<file path="config.mk">
export PLATFORM = sky130hd
export DESIGN_NAME = uart_rx
export DESIGN_NICKNAME = d
export VERILOG_FILES = /design/src/rtl/uart_rx.sv
export SDC_FILE = /design/constraint.sdc
export NUM_CORES = 1
export LEC_CHECK = 0
export ABC_AREA = 0
export ABC_CLOCK_PERIOD_IN_PS = 2000
export BUFFER_PORTS_ARGS = -buffer_cell sky130_fd_sc_hd__buf_2
export CELL_PAD_IN_SITES_DETAIL_PLACEMENT = 1
export CELL_PAD_IN_SITES_GLOBAL_PLACEMENT = 1
export CORE_MARGIN = 10
export CORE_UTILIZATION = 42
export CTS_BUF_LIST = sky130_fd_sc_hd__clkbuf_4 sky130_fd_sc_hd__clkbuf_8 sky130_fd_sc_hd__clkbuf_16
export DETAILED_ROUTE_END_ITERATION = 8
export PLACE_DENSITY_LB_ADDON = 0.1
export SYNTH_ARGS = -nofsm -noshare
export SYNTH_HDL_FRONTEND = slang
export SYNTH_SLANG_ARGS = --single-unit
</file>
<file path="constraint.sdc">
create_clock -name clk -period 2 [get_ports clk]
set_input_delay 0 -clock clk [delete_from_list [all_inputs] [get_ports clk]]
set_output_delay 0 -clock clk [all_outputs]
set_load 0.005 [all_outputs]
</file>
<file path="src/rtl/uart_rx.sv">
// uart_rx: 8N1 serial receiver with one-cycle valid/ferr strobes.
// Define UART_RX_PARITY_EN to add an even-parity bit and the perr strobe.
module uart_rx #(
    parameter int CLKS_PER_BIT = 434
) (
    input  logic       clk,
    input  logic       rst_n,
    input  logic       rxd,
    output logic [7:0] dout,
    output logic       valid,
    output logic       ferr,
    output logic       perr
);
    localparam int CW = $clog2(CLKS_PER_BIT);
    localparam logic [CW-1:0] LAST = CW'(CLKS_PER_BIT - 1);
    localparam logic [CW-1:0] MID = CW'(CLKS_PER_BIT / 2 - 1);
    typedef enum logic [2:0] {IDLE, START, DATA, PARITY, STOP} state_t;
    state_t state, state_n;
    logic [1:0] sync;
    logic rs;
    logic [CW-1:0] cnt, cnt_n;
    logic [2:0] idx, idx_n;
    logic [7:0] sh, sh_n, dout_n;
    logic armed, armed_n, valid_n, ferr_n;
    assign rs = sync[1];
`ifdef UART_RX_PARITY_EN
    logic par, par_n, perr_n;
`endif
    always_comb begin
        state_n = state;
        cnt_n = cnt + CW'(1);
        idx_n = idx;
        sh_n = sh;
        armed_n = armed;
        dout_n = dout;
        valid_n = 1'b0;
        ferr_n = 1'b0;
`ifdef UART_RX_PARITY_EN
        par_n = par;
        perr_n = 1'b0;
`endif
        case (state)
            IDLE: begin
                cnt_n = '0;
                armed_n = armed ? rs : rs;
                if (armed && !rs) state_n = START;
            end
            START: if (cnt == MID) begin
                cnt_n = '0;
                idx_n = '0;
                state_n = rs ? IDLE : DATA;
            end
            DATA: if (cnt == LAST) begin
                cnt_n = '0;
                sh_n = {rs, sh[7:1]};
                idx_n = idx + 3'd1;
`ifdef UART_RX_PARITY_EN
                if (idx == 3'd7) state_n = PARITY;
`else
                if (idx == 3'd7) state_n = STOP;
`endif
            end
`ifdef UART_RX_PARITY_EN
            PARITY: if (cnt == LAST) begin
                cnt_n = '0;
                par_n = ^{rs, sh};
                state_n = STOP;
            end
`endif
            STOP: if (cnt == LAST) begin
                // a low stop bit leaves armed clear so a held break cannot retrigger
                cnt_n = '0;
                state_n = IDLE;
                armed_n = rs;
                valid_n = rs;
                ferr_n = !rs;
                dout_n = rs ? sh : dout;
`ifdef UART_RX_PARITY_EN
                perr_n = par;
`endif
            end
            default: begin
                cnt_n = '0;
                state_n = IDLE;
            end
        endcase
    end
    always_ff @(posedge clk or negedge rst_n) begin
        if (!rst_n) begin
            sync <= 2'b11;
            state <= IDLE;
            cnt <= '0;
            idx <= '0;
            sh <= '0;
            armed <= 1'b0;
            dout <= 8'h00;
            valid <= 1'b0;
            ferr <= 1'b0;
        end else begin
            sync <= {sync[0], rxd};
            state <= state_n;
            cnt <= cnt_n;
            idx <= idx_n;
            sh <= sh_n;
            armed <= armed_n;
            dout <= dout_n;
            valid <= valid_n;
            ferr <= ferr_n;
        end
    end
`ifdef UART_RX_PARITY_EN
    always_ff @(posedge clk or negedge rst_n) begin
        if (!rst_n) begin
            par <= 1'b0;
            perr <= 1'b0;
        end else begin
            par <= par_n;
            perr <= perr_n;
        end
    end
`else
    assign perr = 1'b0;
`endif
endmodule

</file>
# Yosys cells after proc, flatten, opt, wreduce, memory -nomap -nowiden

Index checks and enable logic that the tools add are counted.

Add/sub/neg operators: 2
Multipliers: 0
Divide/modulo/power cells: 0
Magnitude comparators: 0
Equality and inequality tests: 11
Shift operators: 0
Muxes and demuxes: 19
Bitwise gates (word level): 0
Reduce and logical (&&, ||, !) cells: 11

Operator list:

| cell                | number |
|---|---|
| $mux 3              | 7 |
| $mux 9              | 2 |
| $pmux 9 s2          | 1 |
| $pmux 3 s4          | 1 |
| $ne 2x2->1 const B  | 5 |
| $add 9x1->9 const B | 1 |
| $eq 9x8->1 const B  | 1 |
| $eq 9x9->1 const B  | 1 |
| $eq 3x3->1 const B  | 2 |
| $pmux 3 s2          | 1 |
| $reduce_and 3->1    | 2 |
| $mux 1              | 5 |
| $reduce_and 5->1    | 1 |
| $reduce_and 2->1    | 2 |
| $reduce_bool 2->1   | 2 |
| $add 3x1->3 const B | 1 |
| $eq 3x1->1 const B  | 1 |
| $eq 3x2->1 const B  | 1 |
| $logic_not 3->1     | 1 |
| $mux 2              | 1 |
| $pmux 1 s2          | 1 |
| $reduce_or 2->1     | 1 |
| $logic_and 1x1->1   | 1 |
| $logic_not 1->1     | 1 |

Register bits after elaboration: 36
Latch bits: 0
Memory bits (writable): 0
Memory bits (read-only): 0
Input port bits: 3
Output and inout port bits: 11
Logic and storage cells: 52
Memories kept: 0

# Longest topological paths before layout

Gate-level depths: netlist (run 1).

Depth after elaboration: 4
Depth in mapped cells: 7
Depth with buffers taken out: 6

# Worst setup path after synthesis (run 1)

No wires, ideal clock.

Path type: register to register
From: register cnt[0]
To: register idx[1]
Library setup time: 0.079 ns
Arrival: 1.736 ns
Required time: 1.921 ns
Path slack: 0.184 ns
Stages on the path, launching flop included: 7
Buffers on the path: 0
Period minus slack after synthesis: 1.816 ns
Cell sequence: dfrtp_1 inv_1 ha_1 or4b_1 or3_4 o21ai_4 mux2i_1

Word-level cells in the longest chain between the ends: 3
Elaborated cells on any way between the ends: 5
Classes of those cells: 4 x eq/ne; 1 x reduce/logical

Ends and longest elaborated chain:

| element                                         | RTL line | source |
|---|---|---|
| from (decl)                                     | 21       | `logic [CW-1:0] cnt, cnt_n;` |
| from (signal assigned)                          | 102      | `cnt <= cnt_n;` |
| $eq 9x9->1 / $eq 9x8->1 (equally long branches) | 53, 48   |  |
| $ne 2x2->1 (no line)                            | -        |  |
| $reduce_and 3->1 (no line) (*)                  | -        |  |
| to (signal assigned)                            | 103      | `idx <= idx_n;` |
| to (decl)                                       | 22       | `logic [2:0] idx, idx_n;` |

Mark *: on every way between the ends. The rest lies on a longest branch, timed or not.
A chain may end at the register's enable or synchronous reset.

# Worst setup path after layout (run 1)

Ends and elaborated chain as after synthesis.

==> impl_metrics.yaml, run 1 <==
status:
  status: "finished, final reports clean"
sta:
  clock.fmax_ghz: 0.5176
  worst_slew_pin_slew_ps: 787.4
  fin_crit_ps: 1932
  skew_ps: 4.384
  finalSetupViolCount: 0
  hold-worst-slack_ps: 340.2
  slew_headroom_pct: 47.51
  final.period_utilization_pct: 96.60
  slew_viol_final: 0
  finalHoldViolCount: 0
  worst_slack_ps: 67.91
floorplan:
  start_util_pct: 43.45
  core_area_sq_um: 3689
  die-area_sq_um: 6687
  io-pin-count: 14
  fp.dieH_microns: 81.78
  die_w_microns: 81.78
  fp-row-count: 22
grt:
  met2_usage_pct: 15.67
  overflow: 0
  antenna_found_initial: 0
  grt_pass1_vias: 1074
  grt_max_degree: 37
  gr-usage-all-layers_pct: 9.932
  grt_busiest_layer: "met2"
  grt_pass1_wl_mm: 5.126
  use_met3_pct: 4.367
  grt_util_met1_pct: 11.50
layout:
  multiInputGateArea_sq_um: 675.6
  syn2layout_area_growth_pct: 19.67
  most-common-layout-cells: "33 x dfrtp_1, 17 x mux2_2, 12 x buf_2"
  fillers: 395
  regArea_sq_um: 904.6
  layout_commonest_cell: "dfrtp_1"
  drive_above_1_share_pct: 35.48
  fin_util_pct: 52.00
  insertedDiodeCount: 0
  finalNetCount: 162
clock_network:
  cts_buffers: 5
  cts.sinks: 36
  cts_tree: "built"
  root_buffer: "clkbuf_8"
  cts_setup_buffers: 0
  clkTransAtPathRegs_ps: 70
  h-tree-depth: 2
  cts_buffer_depth: 2
  clkLatencyLatePin_ps: 280
power:
  peakVddDrop_v: 0.0007301
  leakage_nw: 0.9804
  power_mw: 1.785
  p_per_area_nw_per_um2: 930.9
route:
  wl_per_cell_microns: 14.81
  drc: 0
  vias: 1027
  drt_wl_total_mm: 3.007
  ant_nets: 0
  firstDrtPassIters: 4
  drtIter0Drc: 24
  viasPerCell: 5.059
place:
  dp_slack_ps: 55.08
  place_congestion: 0.8252
  portBuffers: 12
  dpl.hpwl_mm: 2.206
worst_setup_path:
  critPathTopFamily: "simple AND/OR/NAND/NOR gates"
  critPathBufInv: 1
  cp_slowest_cell: "dfrtp_2"
  startpoint_type: "register"
  cp_slowest_stage_delay_ps: 440
  crit_type: "reg2reg"
  arrival_ps: 2140
  cp_cell_sequence: "inv_2, ha_1, or4b_1, or3_4, o21ai_4, mux2i_1"
  worstPathMaxFanout: 5
  required_ps: 2210
  crit_path_end_kind: "register"
yosys:
  syn-mean-instance-area_sq_um: 12.52
  synthAdderAreaFrac_pct: 3.903
  netlist-cell-type-count: 33
  ys_seq_area_share_pct: 56.36
  synthesis.area_sq_um: 1603
  ys_seq_elements: 36
  muxShareOfSynthArea_pct: 13.82
  synth-xor-area-share_pct: 3.825
  syn_nets: 136
  yosys.area_share.simple_pct: 14.05
  synth_compound_area_share_pct: 4.840
  yosysWarnings: 0
  syn-instance-count: 128
  synth_top_family_by_area: "simple AND/OR/NAND/NOR gates"
job:
  maxCapViolations: 0
hold_path:
  min_path_type: "in2async"
layer usage:
| metal | vias to the layer above | share of wire (%) | wire length, microns |
|---|---|---|---|
| li1 | 495 | - | - |
| met1 | 511 | 44 | 1336 |
| met2 | 15 | 49 | 1478 |
| met3 | 6 | 4.8 | 145 |
| met4 | 0 | 1.5 | 46 |
| met5 | - | 0 | 0 |
stage by stage:
stage          TNS (ps)  area [sq um]  cells
6_report              0          1918    203
3_5_place_dp          0          1762    192
4_1_cts               0          1893    202
2_1_floorplan         0          1603    128
5_1_grt          -1.509          1918    203
3_3_place_gp          0          1762    192
cell usage after synthesis:
library cell / instances / area share [%]
or3_4: 1 / 0.70
a2bb2oi_4: 1 / 1.6
mux2i_1: 3 / 1.9
mux2_2: 17 / 12
nor3_1: 5 / 1.6
nand3_1: 3 / 0.94
or4b_1: 1 / 0.62
xnor2_1: 4 / 2.2
o21ai_4: 1 / 1.0
nor3b_1: 1 / 0.47
a21oi_1: 2 / 0.62
and2_1: 1 / 0.39
a22oi_1: 1 / 0.47
or3_1: 3 / 1.2
dfrtp_1: 34 / 53
a21o_1: 1 / 0.47
nor2b_1: 1 / 0.39
buf_4: 1 / 0.47
nor2_1: 11 / 2.6
clkbuf_1: 1 / 0.23
nand2_1: 7 / 1.6
o21ai_0: 2 / 0.62
clkbuf_2: 1 / 0.31
buf_2: 1 / 0.31
ha_1: 5 / 3.9
and3_1: 1 / 0.39
conb_1: 1 / 0.23
dfstp_2: 2 / 3.3
inv_1: 7 / 1.6
and4b_1: 2 / 1.2
xor2_1: 3 / 1.6
nand4_2: 2 / 1.6
nand4_1: 1 / 0.39
timing repair:
item,in CTS,in global routing
hold buffers,2,0
hold endpoints to repair,35,0
setup endpoints to repair,0,12
resized for setup,0,3
layout make-up:
cell class | instances | area share, %
inverter | 7 | 1.370
multi-input combinational | 82 | 35.23
sequential | 36 | 47.16
timing repair buffer | 22 | 7.306
clock inverter | 2 | 1.826
clock buffer | 6 | 3.979
tap | 48 | 3.131
report_power, final:
part           internal, mW  switching [mW]  total (mW)
sequential            0.796          0.0526       0.849
combinational         0.136           0.175       0.312
clock                 0.383           0.242       0.625
path summary, 6_finish.rpt:
kind	startpoint	to	slack, ps	cells after the start
worst min register to register	sync[0]	sync[1]	360	0
worst max register to register	cnt[0]	idx[1]	70	6
worst max-delay path	cnt[0]	idx[1]	70	6
min in group clk	sync[0]	sync[1]	360	0
max in group asynchronous	rst_n	cnt[0]	1120	2
worst min-delay path	rst_n	cnt[2]	340	2
flip-flops by register name (all words and copies together), names as in the netlist:
register / flops
cnt: 9
valid: 1
sync: 2
ferr: 1
dout: 8
armed: 1
state: 3
idx: 3
sh: 8
cells by family after synthesis:
group | Yosys count
AOI/OAI and AO/OA | 8
xor gates and xnor gates | 7
adders and majority gates | 5
buffers and inverters | 11
DFF | 36
muxes | 20
other | 1
and+or+nand+nor | 40
(Power assumes the default switching activity.)
==> inputs of run 2 (changes only) <==
- RECOVER_POWER: not set -> 25
- SKIP_CTS_REPAIR_TIMING: not set -> 1
==> run 2 against run 1 <==
  * Sequential power about the same
  * First-iteration DRC count is 38% higher
  * Worst hold slack better by 16 ps
  * Sequential share of layout area increased by 0.28 points
  * Setup slack better by 1.4 ps
  * Sequential cell count unchanged
  * Utilization down 0.31 points
  * Die area is the same
  * Combinational power is essentially flat
  * Final cell count is the same
  * Critical path type unchanged
  * Critical endpoint unchanged
==> impl_metrics.yaml, run 2 (same netlist as run 1, synthesis figures left out) <==
clock_network:
  cts_tree: "built"
  root_buffer: "clkbuf_8"
  cts_buffer_depth: 2
  clkLatencyLatePin_ps: 280
  cts_buffers: 5
  h-tree-depth: 2
  clkTransAtPathRegs_ps: 70
  cts.sinks: 36
floorplan:
  die-area_sq_um: 6687
  fp.dieH_microns: 81.78
  io-pin-count: 14
  start_util_pct: 43.45
  fp-row-count: 22
  core_area_sq_um: 3689
  die_w_microns: 81.78
power:
  p_per_area_nw_per_um2: 936.8
  power_mw: 1.786
  peakVddDrop_v: 0.0007301
  leakage_nw: 0.9408
worst_setup_path:
  endpoint: "idx[1]"
  rr_startpoint: "cnt[0]"
  arrival_ps: 2140
  startpoint_type: "register"
  reg2reg_setup_slack_ps: 70
  r2r-end: "idx[1]"
  worstPathMaxFanout: 5
  required_ps: 2210
  crit_type: "reg2reg"
  crit_path_end_kind: "register"
  rr_worst_depth: 6
  crit_path_start: "cnt[0]"
place:
  portBuffers: 12
  dp_slack_ps: 55.08
  place_congestion: 0.8252
  dpl.hpwl_mm: 2.206
  dp_cells: 192
route:
  firstDrtPassIters: 4
  ant_nets: 0
  wl_per_cell_microns: 14.85
  viasPerCell: 5.084
  drtIter0Drc: 33
  drt_wl_total_mm: 3.014
  vias: 1032
  drc: 0
layout:
  multiInputGateArea_sq_um: 675.6
  insertedDiodeCount: 0
  layout_commonest_cell: "dfrtp_1"
  fin_util_pct: 51.70
  syn2layout_area_growth_pct: 18.97
  finalNetCount: 162
  most-common-layout-cells: "33 x dfrtp_1, 17 x mux2_2, 11 x nor2_1"
  drive_above_1_share_pct: 29.68
  fillers: 391
  instances_no_fill: 203
  regArea_sq_um: 904.6
  regMostFlops: "cnt"
  top_regs: "cnt (9), dout (8), sh (8)"
  largest_reg_flops: 9
grt:
  grt_max_degree: 37
  grt_pass1_wl_mm: 5.106
  grt_pass1_vias: 1069
  gr-usage-all-layers_pct: 9.910
  antenna_found_initial: 0
  overflow: 0
sta:
  hold-worst-slack_ps: 356.3
  slew_headroom_pct: 41.71
  slew_viol_final: 0
  finalHoldViolCount: 0
  fin_crit_ps: 1931
  skew_ps: 4.388
  finalSetupViolCount: 0
  final.period_utilization_pct: 96.53
  worst_slew_pin_slew_ps: 874.4
  worst_slack_ps: 69.36
  clock.fmax_ghz: 0.5180
job:
  maxCapViolations: 0
status:
  status: "finished, final reports clean"
hold_path:
  min_path_type: "reg2reg"
run 2: worst min-delay path by stage:
| stage | start | end | slack (ps) | cells after the start |
|---|---|---|---|---|
| floorplan | rst_n | armed | -300 | 0 |
| global placement | rxd | sync[0] | 110 | 1 |
| detailed placement | rxd | sync[0] | 110 | 1 |
| CTS | rxd | sync[0] | -210 | 1 |
| global route | rxd | sync[0] | 360 | 2 |
| finish | sync[0] | sync[1] | 360 | 0 |
run 2: routing by layer:
layer / global-route usage (%) / part of all wire (%) / vias to the layer above
li1: - / - / 496
met1: 11.37 / 45 / 515
met2: 15.75 / 49 / 15
met3: 4.367 / 4.8 / 6
met4: 4.252 / 1.5 / 0
met5: 0 / 0 / -
run 2: area by class of cell:
type	count	area share, %
clock inverter	2	1.837
timing repair buffer	22	6.759
clock buffer	6	4.003
inverter	7	1.378
tap	48	3.150
sequential	36	47.44
multi-input combinational	82	35.43
run 2: through the flow:
step / instance area [sq um] / TNS [ps]
5_1_grt: 1907 / -1.509
6_report: 1907 / 0
2_1_floorplan: 1603 / 0
3_5_place_dp: 1762 / 0
4_1_cts: 1873 / 0
3_3_place_gp: 1762 / 0
run 2: where the power goes:
group          leakage [nW]  switching, mW  total, mW  internal, mW
Clock                0.0586          0.242      0.625         0.383
Combinational         0.401          0.176      0.312         0.136
Sequential            0.482         0.0527      0.849         0.796
Total                 0.941          0.471       1.79          1.32
run 2: critical path: stages, from the launching register on:
cell	delay, ps
dfrtp_2	440
inv_2	50
ha_1	120
or4b_1	420
or3_4	400
o21ai_4	210
mux2i_1	210
==> inputs of run 3 (changes only) <==
- REMOVE_ABC_BUFFERS: not set -> 1
==> run 3 against run 2 <==
  * Final cell count is the same
  * Register-to-register slack improved by 20 ps
  * Combinational power up 2%
  * Maximum frequency grew 0.83%
  * Critical path type unchanged
  * Largest power group unchanged
  * Sequential cell count did not move
==> impl_metrics.yaml, run 3 (same netlist as run 1, synthesis figures left out) <==
floorplan:
  die-area_sq_um: 6687
  start_util_pct: 43.45
  fp.dieH_microns: 81.78
  io-pin-count: 14
  core_area_sq_um: 3689
  die_w_microns: 81.78
  fp-row-count: 22
grt:
  grt_pass1_vias: 1073
  grt_pass1_wl_mm: 5.154
  antenna_found_initial: 0
  gr-usage-all-layers_pct: 9.919
  overflow: 0
  grt_max_degree: 37
sta:
  clock.fmax_ghz: 0.5223
  slew_viol_final: 0
  skew_ps: 4.948
  final.period_utilization_pct: 95.74
  fin_crit_ps: 1915
  slew_headroom_pct: 41.81
  finalSetupViolCount: 0
  rsz0062_at_grt: "true"
  worst_slew_pin_slew_ps: 872.9
  worst_slack_ps: 85.22
  finalHoldViolCount: 0
status:
  status: "finished, final reports clean"
layout:
  insertedDiodeCount: 0
  top_regs: "cnt (9), dout (8), sh (8)"
  syn2layout_area_growth_pct: 18.58
  drive_above_1_share_pct: 30.32
  most-common-layout-cells: "33 x dfrtp_1, 17 x mux2_2, 11 x nor2_1"
  multiInputGateArea_sq_um: 666.9
  fillers: 405
  largest_reg_flops: 9
  layout_commonest_cell: "dfrtp_1"
  finalNetCount: 162
  regMostFlops: "cnt"
  regArea_sq_um: 904.6
route:
  ant_nets: 0
  firstDrtPassIters: 4
  drt_wl_total_mm: 3.031
  drtIter0Drc: 54
  wl_per_cell_microns: 14.93
  drc: 0
  viasPerCell: 5.113
  vias: 1038
worst_setup_path:
  required_ps: 2200
  cp_cell_sequence: "inv_1, ha_1, or4b_1, or3_4, o21ai_4, mux2i_1"
  crit_type: "reg2reg"
  reg2reg_setup_slack_ps: 90
  arrival_ps: 2120
  cp_slowest_cell: "dfrtp_2"
  critPathTopFamily: "simple AND/OR/NAND/NOR gates"
  crit_path_end_kind: "register"
  rr_startpoint: "cnt[0]"
  startpoint_type: "register"
  critPathBufInv: 1
  worstPathMaxFanout: 5
  cp_slowest_stage_delay_ps: 440
  rr_worst_depth: 6
  r2r-end: "idx[2]"
clock_network:
  h-tree-depth: 2
  clkTransAtPathRegs_ps: 70
  cts_buffers: 5
  root_buffer: "clkbuf_8"
  cts.sinks: 36
  cts_tree: "built"
  cts_buffer_depth: 2
  clkLatencyLatePin_ps: 280
power:
  peakVddDrop_v: 0.0004765
  power_mw: 1.793
  leakage_nw: 0.9511
  p_per_area_nw_per_um2: 943.1
place:
  place_congestion: 0.8667
  dpl.hpwl_mm: 2.200
  portBuffers: 12
  dp_slack_ps: 49.87
job:
  maxCapViolations: 0
hold_path:
  min_path_type: "in2async"
run 3: worst max-delay path by stage:
| stage | startpoint | to | cells after the start |
|---|---|---|---|
| floorplan | cnt[0] | idx[1] | 6 |
| global placement | cnt[0] | idx[1] | 6 |
| detailed placement | cnt[0] | cnt[4] | 6 |
| CTS | cnt[0] | cnt[4] | 6 |
| global route | cnt[0] | idx[2] | 6 |
| finish | cnt[0] | idx[2] | 6 |
run 3: area by class of cell:
type | count | area share, %
Sequential cell | 36 | 47.60
Multi-Input combinational cell | 82 | 35.09
Timing Repair Buffer | 22 | 6.912
Clock buffer | 6 | 4.016
Tap cell | 48 | 3.160
Clock inverter | 2 | 1.843
Inverter | 7 | 1.382
run 3: through the flow:
step / utilization [%] / setup TNS [ps] / hold WS [ps] / area (sq um) / instances
6_report: 51.53 / 0 / 355.8 / 1901 / 203
5_1_grt: 51.53 / -0.4670 / 369.1 / 1901 / 203
3_3_place_gp: 47.76 / 0 / 108.4 / 1762 / 192
4_1_cts: 50.78 / 0 / -193.9 / 1873 / 200
3_5_place_dp: 47.76 / 0 / 110.3 / 1762 / 192
2_1_floorplan: - / 0 / -295.6 / 1582 / 124
run 3: per-layer routing:
layer	track usage, %	share of wire (%)
met1	12.06	46
met2	15.99	49
met5	0	0
met3	3.384	4.3
met4	3.571	0.40
run 3: worst reg2reg max path, stage by stage (launching register included):
cell and delay, ps:
dfrtp_2 440, inv_1 60, ha_1 130, or4b_1 430, or3_4 390, o21ai_4 190, mux2i_1 200
run 3: power breakdown:
part / internal [mW] / switching [mW] / total (mW)
clock network: 0.383 / 0.243 / 0.626
logic: 0.139 / 0.180 / 0.319
registers: 0.796 / 0.0517 / 0.848
